$ cat src/rtl/vga_timing_gen.sv
// vga_timing_gen: pixel-clock divider, raster counters and registered sync/blank strobes.
// Optional frame counter enabled by defining VGA_TIMING_FRAME_CNT_EN; without it frame_cnt
// is tied to zero and no counter is built.
// pix_en is the run-gated decode of the registered divider phase, so a run=0 clock never
// carries a pixel strobe and a resume continues from the held divider phase.
module vga_timing_gen #(
  parameter int unsigned CLK_DIV  = 4,
  parameter int unsigned H_ACTIVE = 640,
  parameter int unsigned H_FP     = 16,
  parameter int unsigned H_SYNC   = 96,
  parameter int unsigned H_BP     = 48,
  parameter int unsigned V_ACTIVE = 480,
  parameter int unsigned V_FP     = 10,
  parameter int unsigned V_SYNC   = 2,
  parameter int unsigned V_BP     = 33
) (
  input  logic        clk,
  input  logic        rst_n,
  input  logic        run,
  output logic        pix_en,
  output logic [10:0] hcount,
  output logic [10:0] vcount,
  output logic        hsync,
  output logic        vsync,
  output logic        blank,
  output logic        frame_start,
  output logic [7:0]  frame_cnt
);

  localparam int unsigned H_TOTAL = H_ACTIVE + H_FP + H_SYNC + H_BP;
  localparam int unsigned V_TOTAL = V_ACTIVE + V_FP + V_SYNC + V_BP;
  localparam int unsigned DIV_W   = (CLK_DIV > 1) ? $clog2(CLK_DIV) : 1;

  localparam logic [DIV_W-1:0] DIV_LAST = DIV_W'(CLK_DIV - 1);
  localparam logic [10:0] H_LAST   = 11'(H_TOTAL - 1);
  localparam logic [10:0] V_LAST   = 11'(V_TOTAL - 1);
  localparam logic [10:0] H_VIS    = 11'(H_ACTIVE);
  localparam logic [10:0] V_VIS    = 11'(V_ACTIVE);
  localparam logic [10:0] HS_FIRST = 11'(H_ACTIVE + H_FP);
  localparam logic [10:0] HS_LAST  = 11'(H_ACTIVE + H_FP + H_SYNC - 1);
  localparam logic [10:0] VS_FIRST = 11'(V_ACTIVE + V_FP);
  localparam logic [10:0] VS_LAST  = 11'(V_ACTIVE + V_FP + V_SYNC - 1);

  logic [DIV_W-1:0] r_div;
  logic [10:0]      r_hcount;
  logic [10:0]      r_vcount;
  logic             r_hsync;
  logic             r_vsync;
  logic             r_blank;
  logic             r_frame_start;

  logic             w_tick;
  logic             w_h_wrap;
  logic             w_v_wrap;
  logic             w_frame_wrap;
  logic [10:0]      w_hcount_nxt;
  logic [10:0]      w_vcount_nxt;

  assign w_tick       = run & (r_div == DIV_LAST);
  assign w_h_wrap     = (r_hcount == H_LAST);
  assign w_v_wrap     = (r_vcount == V_LAST);
  assign w_frame_wrap = w_tick & w_h_wrap & w_v_wrap;

  assign pix_en      = rst_n & w_tick;
  assign hcount      = r_hcount;
  assign vcount      = r_vcount;
  assign hsync       = r_hsync;
  assign vsync       = r_vsync;
  assign blank       = r_blank;
  assign frame_start = r_frame_start;

  // Divider phase: free-runs 0..CLK_DIV-1 while run is high, holds otherwise.
  always_ff @(posedge clk or negedge rst_n) begin
    if (!rst_n) begin
      r_div <= '0;
    end else if (run) begin
      r_div <= (r_div == DIV_LAST) ? '0 : r_div + DIV_W'(1);
    end
  end

  // Next raster position: advance one pixel per tick, wrapping line then frame.
  always_comb begin
    w_hcount_nxt = r_hcount;
    w_vcount_nxt = r_vcount;
    if (w_tick) begin
      w_hcount_nxt = w_h_wrap ? '0 : r_hcount + 11'd1;
      if (w_h_wrap) begin
        w_vcount_nxt = w_v_wrap ? '0 : r_vcount + 11'd1;
      end
    end
  end

  // Counters and strobes share one register stage; strobes decode the next position so
  // they stay aligned with hcount/vcount.
  always_ff @(posedge clk or negedge rst_n) begin
    if (!rst_n) begin
      r_hcount      <= '0;
      r_vcount      <= '0;
      r_hsync       <= 1'b1;
      r_vsync       <= 1'b1;
      r_blank       <= 1'b0;
      r_frame_start <= 1'b0;
    end else begin
      r_hcount      <= w_hcount_nxt;
      r_vcount      <= w_vcount_nxt;
      r_hsync       <= ~((w_hcount_nxt >= HS_FIRST) && (w_hcount_nxt <= HS_LAST));
      r_vsync       <= ~((w_vcount_nxt >= VS_FIRST) && (w_vcount_nxt <= VS_LAST));
      r_blank       <= (w_hcount_nxt >= H_VIS) || (w_vcount_nxt >= V_VIS);
      r_frame_start <= w_frame_wrap;
    end
  end

`ifdef VGA_TIMING_FRAME_CNT_EN
  logic [7:0] r_frame_cnt;

  // Completed-frame count, bumped on the same edge that raises frame_start.
  always_ff @(posedge clk or negedge rst_n) begin
    if (!rst_n) begin
      r_frame_cnt <= '0;
    end else if (w_frame_wrap) begin
      r_frame_cnt <= r_frame_cnt + 8'd1;
    end
  end

  assign frame_cnt = r_frame_cnt;
`else
  assign frame_cnt = '0;
`endif

endmodule

$ cat config.mk
export PLATFORM = sky130hd
export DESIGN_NAME = vga_timing_gen
export DESIGN_NICKNAME = d
export VERILOG_FILES = /design/src/rtl/vga_timing_gen.sv
export SDC_FILE = /design/constraint.sdc
export NUM_CORES = 1
export LEC_CHECK = 0
export BUFFER_PORTS_ARGS = -buffer_cell sky130_fd_sc_hd__buf_2
export CAP_MARGIN = 20
export CORE_MARGIN = 5
export CORE_UTILIZATION = 55
export DETAILED_ROUTE_END_ITERATION = 6
export MAX_ROUTING_LAYER = met4
export PLACE_DENSITY = 0.93
export REMOVE_ABC_BUFFERS = 1
export SLEW_MARGIN = 20
export SYNTH_ARGS = -nofsm -noshare
export SYNTH_HDL_FRONTEND = slang
export SYNTH_SLANG_ARGS = --single-unit
export TNS_END_PERCENT = 5
$ cat constraint.sdc
create_clock -name clk -period 5 [get_ports clk]
set_input_delay 0.25 -clock clk [delete_from_list [all_inputs] [get_ports clk]]
set_output_delay 0.25 -clock clk [all_outputs]
set_load 0.02 [all_outputs]
==> impl_metrics.json, run 1 <==
{
  "status": "completed",
  "cp_cell_sequence": "ha_1 -> nand4_1 -> nor3_1 -> nand4_1 -> a31o_2 -> a211o_1",
  "synth_edf_count": 0,
  "crit_family": "simple AND/OR/NAND/NOR gates",
  "relSlewSlack_pct": 34.0,
  "synthFlopType": "dfrtp_1",
  "final_max_slew_viol_count": 0,
  "final_core_util_pct": 62.9,
  "die-area_um2": 4160,
  "cts_sinks": 28,
  "synth_cell_types": 43,
  "cts_tree": "yes",
  "cpMaxStageDelayCell": "nor3_1",
  "rsz0062_at_grt": "no",
  "p_per_area_nw_per_um2": 261,
  "crit_path_frequent_cell": "nand4_1",
  "yosys.area.top_type": "dfrtp_1",
  "clk_path_buf_depth": 2,
  "worstMarginPinSlew_ns": 0.982,
  "path_class": "register to register",
  "synth_top_area_share_pct": 39.9,
  "die_height_um": 64.5,
  "cts_root_buf": "clkbuf_4",
  "track_usage_pct": 18.3,
  "async_flop_share_pct": 100,
  "drive_above_1_share_pct": 22.2,
  "ys_seq_area_share_pct": 43.1,
  "antenna_left": 0,
  "dr.first_iter.drc_count": 118,
  "fin_skew_ns": 0.00817,
  "hold_start": "run",
  "period_needed_ns": 2.72,
  "rows": 19,
  "syn_area_um2": 1630,
  "clk_pin_slew_ns": 0.14,
  "layout_setup_ws_ns": 2.28,
  "num_io_pins": 38,
  "fin_crit_sh_pct": 54.3,
  "htreeDepth": 1,
  "clock_latency_ns": 0.32,
  "postCtsHoldBufs": 1,
  "crit_cells": 6,
  "fp.dieW_um": 64.5,
  "postLayoutCellArea_um2": 1770,
  "r2r_start": "r_div[0]",
  "cts_resized": 0,
  "power_uw": 460,
  "cts_buffers": 3,
  "leakagePower_nw": 0.843,
  "grt_max_degree": 30,
  "place_congestion": 0.920,
  "cap_violations": 0,
  "dr.pass1.iters": 4,
  "synth_area_leaders": "dfrtp_1, buf_4, nand2_1, xnor2_1, nand3_1",
  "hpwl_um": 2680,
  "grt_pass1_wl_um": 5930,
  "endpoint": "blank",
  "drcViolationCount": 0,
  "final_nets": 207,
  "crit_path_max_fanout": 11,
  "fmax_ghz": 0.368,
  "hold_viol_final": 0,
  "routed_wl_um": 3550,
  "syn_to_final_growth_pct": 8.21,
  "r2r_slack_ns": 2.28,
  "dp_slack_ns": 2.33,
  "yosysWarnings": 0,
  "path_buf_inv": 0,
  "numPortBuffers": 29,
  "worst_setup_path_end_kind": "register",
  "yosys_register_bits": 28,
  "critical-path-max-stage-delay_ns": 0.90,
  "grt_pass1_vias": 1237,
  "irDropWorstVdd_mv": 0.171,
  "cp-startpoint": "r_div[0]",
  "rr_worst_depth": 6,
  "start_util_pct": 58.2,
  "hp-class": "primary input to register",
  "viasPerCell": 5.94,
  "postCtsSetupBuffers": 0,
  "grt_antenna_before_repair": 0,
  "coreArea_um2": 2810,
  "placed_area_um2": 1730,
  "num_vias": 1361,
  "tns_ns": 0,
  "rr_endpoint": "blank",
  "cp.required_ns": 5.22,
  "diodes": 0,
  "synth_cells": 172,
  "crit_path_start_kind": "register",
  "grt_remaining_overflow": 0,
  "cp.arrival_ns": 2.94,
  "finalSetupViolCount": 0,
  "avgSynthCellArea_um2": 9.49,
  "post_drt_wl_per_cell_um": 15.5
}
==> tightest hold or removal path: stages <==
cell,delay [ns]
buf_2,0.15
nand3_1,0.08
o21ai_0,0.08
==> how the worst min path moves through the flow <==
stage,slack (ns),depth (start not counted),to
after detailed placement,0.30,1,hcount[4]
after CTS,0.27,3,hcount[1]
after global placement,0.29,1,hcount[4]
final,0.28,3,hcount[1]
after floorplan,-0.05,0,blank
after global routing,0.28,3,hcount[2]
==> through the flow <==
stage,std cells,hold WS (ns)
2_1_floorplan,165,-0.0456
3_5_place_dp,225,0.299
5_1_grt,229,0.281
6_report,229,0.277
3_3_place_gp,225,0.294
4_1_cts,229,0.266
==> cells in the final DEF (no fill, tap or decap), types with 2 or more instances in the layout <==
cell type / netlist / layout
buf_2: 0 / 29
dfrtp_1: 26 / 26
nand2_1: 20 / 20
nand3_1: 11 / 11
nor3_1: 9 / 9
inv_1: 8 / 8
nor2_1: 8 / 8
o21ai_0: 8 / 8
conb_1: 1 / 8
xnor2_1: 7 / 7
nand4_1: 6 / 6
nor4_1: 4 / 4
xor2_1: 4 / 4
ha_1: 4 / 4
o31ai_1: 3 / 3
and3_1: 3 / 3
o41ai_1: 3 / 3
clkbuf_4: 0 / 3
or4_4: 2 / 2
or4_1: 2 / 2
nor4bb_1: 2 / 2
or3_1: 2 / 2
a31oi_1: 2 / 2
a31o_2: 2 / 2
a211oi_1: 2 / 2
mux2_2: 2 / 2
dfstp_2: 2 / 2
==> cells in the mapped netlist (2+ instances only) <==
| master | count |
|---|---|
| nand4_1 | 6 |
| and3_1 | 3 |
| o31ai_1 | 3 |
| dfstp_2 | 2 |
| nor4_1 | 4 |
| o41ai_1 | 3 |
| a31oi_1 | 2 |
| nor4bb_1 | 2 |
| or3_1 | 2 |
| nor3_1 | 9 |
| or4_1 | 2 |
| dfrtp_1 | 26 |
| or4_4 | 2 |
| ha_1 | 4 |
| buf_6 | 2 |
| xnor2_1 | 7 |
| nand3_1 | 11 |
| buf_4 | 11 |
| mux2_2 | 2 |
| a211oi_1 | 2 |
| o21ai_0 | 8 |
| inv_1 | 8 |
| a31o_2 | 2 |
| nor2_1 | 8 |
| xor2_1 | 4 |
| nand2_1 | 20 |
==> final cells by class <==
type | instances | area (um2)
fill | 251 | 1040
multi-input combinational | 129 | 816
sequential | 28 | 703
timing repair buffer | 30 | 155
tap | 31 | 38.8
inverter | 8 | 30.0
clock buffer | 3 | 22.5
==> logic make-up after synthesis <==
logic type | share of synthesized area (%)
xor gates and xnor gates | 5.90
adders and majority gates | 3.07
AOI/OAI and AO/OA | 14.0
muxes | 1.38
DFF | 43.1
buffers and inverters | 8.51
other | 0.230
and+or+nand+nor | 23.8
==> where the power goes <==
group / switching [mW] / leakage, nW / internal, mW / total (mW)
Sequential: 0.0226 / 0.365 / 0.248 / 0.270
Clock: 0.0616 / 0.0138 / 0.0282 / 0.0898
Combinational: 0.0611 / 0.464 / 0.0390 / 0.100
==> layer usage <==
layer / wire (um) / up-vias / global-route usage, %
li1: - / 666 / -
met1: 1610 / 650 / 24.3
met2: 1740 / 45 / 30.0
met3: 191 / 0 / 2.76
met4: 0 / 0 / 3.69
met5: 0 / - / -
==> flip-flops by register name (all words and copies together), names as in the netlist <==
name / cells
blank: 1
frame_start: 1
hcount: 11
hsync: 1
r_div: 2
vcount: 11
vsync: 1
Note: power is estimated with default switching activity, not from simulation.
==> run 2: changes to the inputs <==
- CORE_UTILIZATION: 55 -> 48
- PLACE_DENSITY: 0.93 -> 0.87
- clock period: 5 -> 2.25 ns (I/O delays scaled with it)
==> run 2 against run 1 <==
Net effect:
- the run now ends with negative setup slack left
- clock skew grew 0.012 ns
- flip-flop and latch count is the same
- die area grew 12%
- critical path type unchanged
==> impl_metrics.json, run 2 (same netlist as run 1, synthesis figures left out) <==
{
  "cts_buffers": 3,
  "die_height_um": 68.3,
  "grt_max_degree": 29,
  "clock_latency_ns": 0.33,
  "cts_sinks": 28,
  "violations": "negative setup slack",
  "crit_path_frequent_cell": "or3_4",
  "start_util_pct": 49.3,
  "highest_layer": "met4",
  "fin_skew_ns": 0.0205,
  "clk_path_buf_depth": 2,
  "cp_cell_sequence": "or4_4 -> or3_4 -> buf_6 -> or3_4 -> a211oi_2 -> nand4_1",
  "cts_root_buf": "clkbuf_4",
  "grt_pass1_wl_um": 6620,
  "finalSetupViolCount": 2,
  "irDropWorstVdd_mv": 0.345,
  "htreeDepth": 1,
  "grt_pass1_vias": 1376,
  "fmax_ghz": 0.442,
  "drcViolationCount": 0,
  "routed_wl_um": 4190,
  "crit_family": "simple AND/OR/NAND/NOR gates",
  "fin_crit_sh_pct": 101,
  "antenna_left": 0,
  "drive_above_1_share_pct": 34.2,
  "wl_met3_um": 250,
  "syn_to_final_growth_pct": 25.7,
  "layout_setup_ws_ns": -0.0143,
  "clk_pin_slew_ns": 0.17,
  "final_nets": 227,
  "die-area_um2": 4660,
  "grt_antenna_before_repair": 0,
  "num_io_pins": 38,
  "critical-path-max-stage-delay_ns": 0.52,
  "dr.pass1.iters": 5,
  "cp.required_ns": 2.52,
  "path_buf_inv": 1,
  "viasPerCell": 5.65,
  "hpwl_um": 2880,
  "dr.first_iter.drc_count": 98,
  "num_vias": 1496,
  "fp.dieW_um": 68.3,
  "final_max_slew_viol_count": 0,
  "cp.arrival_ns": 2.54,
  "hold_start": "run",
  "layoutNonFillerInstCount": 265,
  "status": "complete, but fails checks",
  "crit_path_max_fanout": 6,
  "rsz0062_at_grt": "yes",
  "cp-startpoint": "hcount[6]",
  "place_congestion": 0.885,
  "final_common_cell": "buf_2",
  "path_class": "register to register",
  "rows": 21,
  "dp_slack_ns": -0.0424,
  "cpMaxStageDelayCell": "or4_4",
  "coreArea_um2": 3310,
  "diodes": 0,
  "track_usage_pct": 19.4,
  "grt_remaining_overflow": 0,
  "r2r_start": "hcount[6]",
  "leakagePower_nw": 0.983,
  "hold_viol_final": 0,
  "drt-met1-wl_um": 1790,
  "crit_path_start_kind": "register",
  "hp-class": "primary input to register",
  "cts_tree": "yes",
  "cap_violations": 0,
  "mostFrequentLayoutCells": "buf_2, dfrtp_1, nand2_1",
  "p_per_area_nw_per_um2": 586,
  "numPortBuffers": 29,
  "dp.cells": 257,
  "met2WireLength_um": 2090,
  "period_needed_ns": 2.26,
  "worst_setup_path_end_kind": "register",
  "post_drt_wl_per_cell_um": 15.8
}
-- run 2: changes by cell type in the layout (fill, tap and decap cells not counted), moves of 2 or more --
| cell | delta |
|---|---|
| or4_4 | +2 |
| nor4_1 | -2 |
| o31ai_4 | +2 |
| buf_4 | +19 |
| or4_1 | -2 |
| o31ai_1 | -3 |
-- run 2: path summary, 6_finish.rpt --
path / slack [ns] / end / cells past startpoint
hold reg to reg: 0.53 / r_div[1] / 1
max in group asynchronous: 1.59 / hsync / 3
hold / removal: 0.13 / hcount[1] / 3
setup / recovery: -0.01 / vsync / 6
min in group asynchronous: 0.32 / vcount[10] / 3
setup reg to reg: -0.01 / vsync / 6
-- run 2: timing repair --
item	CTS	global route
endpoints found under the setup margin	2	5
endpoints found under the hold margin	26	0
gates resized for setup	13	5
pin swaps	10	1
setup buffers	3	0
hold buffers	1	0
-- run 2: final cells by class --
type	count	area (um2)
Tap cell	46	57.6
Timing Repair Buffer	50	309
Sequential cell	28	703
Clock buffer	3	22.5
Inverter	8	30.0
Fill cell	272	1260
Clock inverter	1	30.0
Multi-Input combinational cell	129	898
-- run 2: power by group --
| part | total [mW] | switching [mW] | internal, mW |
|---|---|---|---|
| sequential | 0.581 | 0.0302 | 0.551 |
| combinational | 0.288 | 0.166 | 0.121 |
| clock | 0.334 | 0.154 | 0.180 |
| total | 1.20 | 0.350 | 0.852 |
-- run 2: per-layer routing --
metal,global-route usage [%],vias to the layer above
met4,7.69,0
met1,25.0,716
li1,-,711
met2,31.0,63
met5,-,-
met3,2.30,6
-- run 2: through the flow --
stage / power, mW / setup TNS (ns) / hold slack (ns) / utilization (%) / instance area [um2]
2_1_floorplan: 0.759 / -0.391 / -0.183 / - / 1550
3_3_place_gp: 0.864 / 0 / 0.179 / 56.8 / 1880
3_5_place_dp: 0.879 / -0.0631 / 0.180 / 56.8 / 1880
4_1_cts: 1.21 / -0.00348 / 0.116 / 61.1 / 2020
5_1_grt: 1.26 / -0.208 / 0.120 / 61.9 / 2050
6_report: 1.20 / -0.0272 / 0.135 / 61.9 / 2050
-- run 2: worst min-delay path, delay by kind of cell --
family / cells / cell delay, ns
simple gates: 1 / 0.09
compound gates: 1 / 0.07
buf+inv: 1 / 0.15
==> run 3: changes to the inputs <==
- REMOVE_ABC_BUFFERS: 1 -> default
==> run 3 against run 2 <==
Net effect:
- the run still ends with negative setup slack left
- via count fell by 1.6%
- sequential share of layout area rose by 1.3 points
- clock power fell by 23%
- global-route usage fell by 1.2 points
- setup slack got worse by 0.021 ns
- die area did not move
- sequential power rose by 3%
- total power fell by 8.5%
- clock skew fell by 0.0077 ns
- cell count fell by 0.75%
- critical path type unchanged
- largest cell class unchanged
==> impl_metrics.json, run 3 (same netlist as run 1, synthesis figures left out) <==
{
  "grt_antenna_before_repair": 0,
  "die_height_um": 68.3,
  "final_max_slew_viol_count": 0,
  "clk_path_buf_depth": 2,
  "syn_to_final_growth_pct": 22.3,
  "routed_wl_um": 3950,
  "diodes": 0,
  "fillerInstances": 301,
  "p_per_area_nw_per_um2": 552,
  "critical-path-max-stage-delay_ns": 0.54,
  "grt_remaining_overflow": 0,
  "fp.dieW_um": 68.3,
  "hpwl_um": 2910,
  "crit_path_start_kind": "register",
  "fmax_ghz": 0.437,
  "hold_viol_final": 0,
  "hp-class": "primary input to register",
  "rsz0062_at_grt": "yes",
  "status": "complete, but fails checks",
  "crit_family": "simple AND/OR/NAND/NOR gates",
  "track_usage_pct": 18.2,
  "rr_worst_depth": 6,
  "grt_pass1_wl_um": 6300,
  "cts_buffers": 3,
  "clock_latency_ns": 0.35,
  "tns_ns": -0.0357,
  "worst_setup_path_end_kind": "register",
  "grt_max_degree": 30,
  "cp_cell_sequence": "or4_4 -> or3_4 -> buf_6 -> o31ai_4 -> a22oi_2 -> a211o_1",
  "post_drt_wl_per_cell_um": 15.0,
  "leakagePower_nw": 0.943,
  "viasPerCell": 5.60,
  "cp.required_ns": 2.49,
  "cts_tree": "yes",
  "dr.pass1.iters": 4,
  "htreeDepth": 1,
  "numPortBuffers": 29,
  "irDropWorstVdd_mv": 0.222,
  "crit_cells": 6,
  "drive_above_1_share_pct": 34.6,
  "final_common_cell": "buf_2",
  "coreArea_um2": 3310,
  "final_nets": 225,
  "num_io_pins": 38,
  "min_path_cells": 3,
  "die-area_um2": 4660,
  "mostFrequentLayoutCells": "buf_2, dfrtp_1, nand2_1",
  "layout_setup_ws_ns": -0.0357,
  "violations": "negative setup slack",
  "cap_violations": 0,
  "start_util_pct": 49.3,
  "finalSetupViolCount": 1,
  "fin_skew_ns": 0.0128,
  "dp_slack_ns": -0.0431,
  "cts_sinks": 28,
  "fin_crit_sh_pct": 102,
  "rows": 21,
  "cts_root_buf": "clkbuf_4",
  "grt_pass1_vias": 1367,
  "path_buf_inv": 1,
  "period_needed_ns": 2.29,
  "cpMaxStageDelayCell": "or4_4",
  "crit_path_max_fanout": 8,
  "dr.first_iter.drc_count": 142,
  "antenna_left": 0,
  "num_vias": 1472,
  "clk_pin_slew_ns": 0.16,
  "drcViolationCount": 0,
  "place_congestion": 0.908,
  "cp.arrival_ns": 2.52,
  "path_class": "register to register"
}
run 3: area by class of cell:
type | count | area, um2 | area share, %
multi-input cells | 129 | 865 | 43.3
flip-flops and latches | 28 | 709 | 35.5
repair buffers | 48 | 298 | 14.9
well taps | 46 | 57.6 | 2.88
clock buffers | 4 | 36.3 | 1.82
inverters | 8 | 30.0 | 1.50
run 3: routing by layer:
metal,part of all wire [%],global-route usage (%)
met1,44,24.4
met2,49,29.1
met3,4.6,1.48
met4,1.5,6.20
met5,0,-
run 3: worst register-to-register path, cell delays in order (launching register included):
cell,delay (ns)
dfrtp_2,0.43
or4_4,0.54
or3_4,0.41
buf_6,0.17
o31ai_4,0.20
a22oi_2,0.12
a211o_1,0.31
run 3: worst paths after layout:
| check | to | start | slack (ns) |
|---|---|---|---|
| worst min-delay path | hcount[1] | run | 0.08 |
| worst max register to register | blank | hcount[5] | -0.04 |
| min in group asynchronous | hcount[3] | rst_n | 0.27 |
| worst max-delay path | blank | hcount[5] | -0.04 |
| worst min register to register | r_div[1] | r_div[1] | 0.54 |
| max in group asynchronous | vsync | rst_n | 1.66 |
run 3: per-stage QoR:
stage	util (%)	std cells	hold slack (ns)	power, mW	cell area (um2)
4_1_cts	60.1	263	0.0761	1.11	1990
5_1_grt	60.3	263	0.0952	1.16	2000
3_3_place_gp	57.8	257	0.128	0.842	1910
3_5_place_dp	57.8	257	0.137	0.856	1910
6_report	60.3	263	0.0800	1.10	2000
2_1_floorplan	-	179	-0.183	0.780	1690
run 3: what timing repair did:
action / in CTS / in global routing
setup buffers: 1 / 0
endpoints found under the hold margin: 26 / 0
hold buffers: 1 / 0
gates resized for setup: 5 / 1
pin swaps: 10 / 2
setup endpoints to repair: 2 / 2
run 3: report_power, final:
group | switching [mW] | internal (mW) | total [mW] | leakage [nW]
clock network | 0.156 | 0.0995 | 0.256 | 0.0210
logic | 0.144 | 0.101 | 0.245 | 0.564
registers | 0.0461 | 0.554 | 0.600 | 0.358
total | 0.346 | 0.755 | 1.10 | 0.943
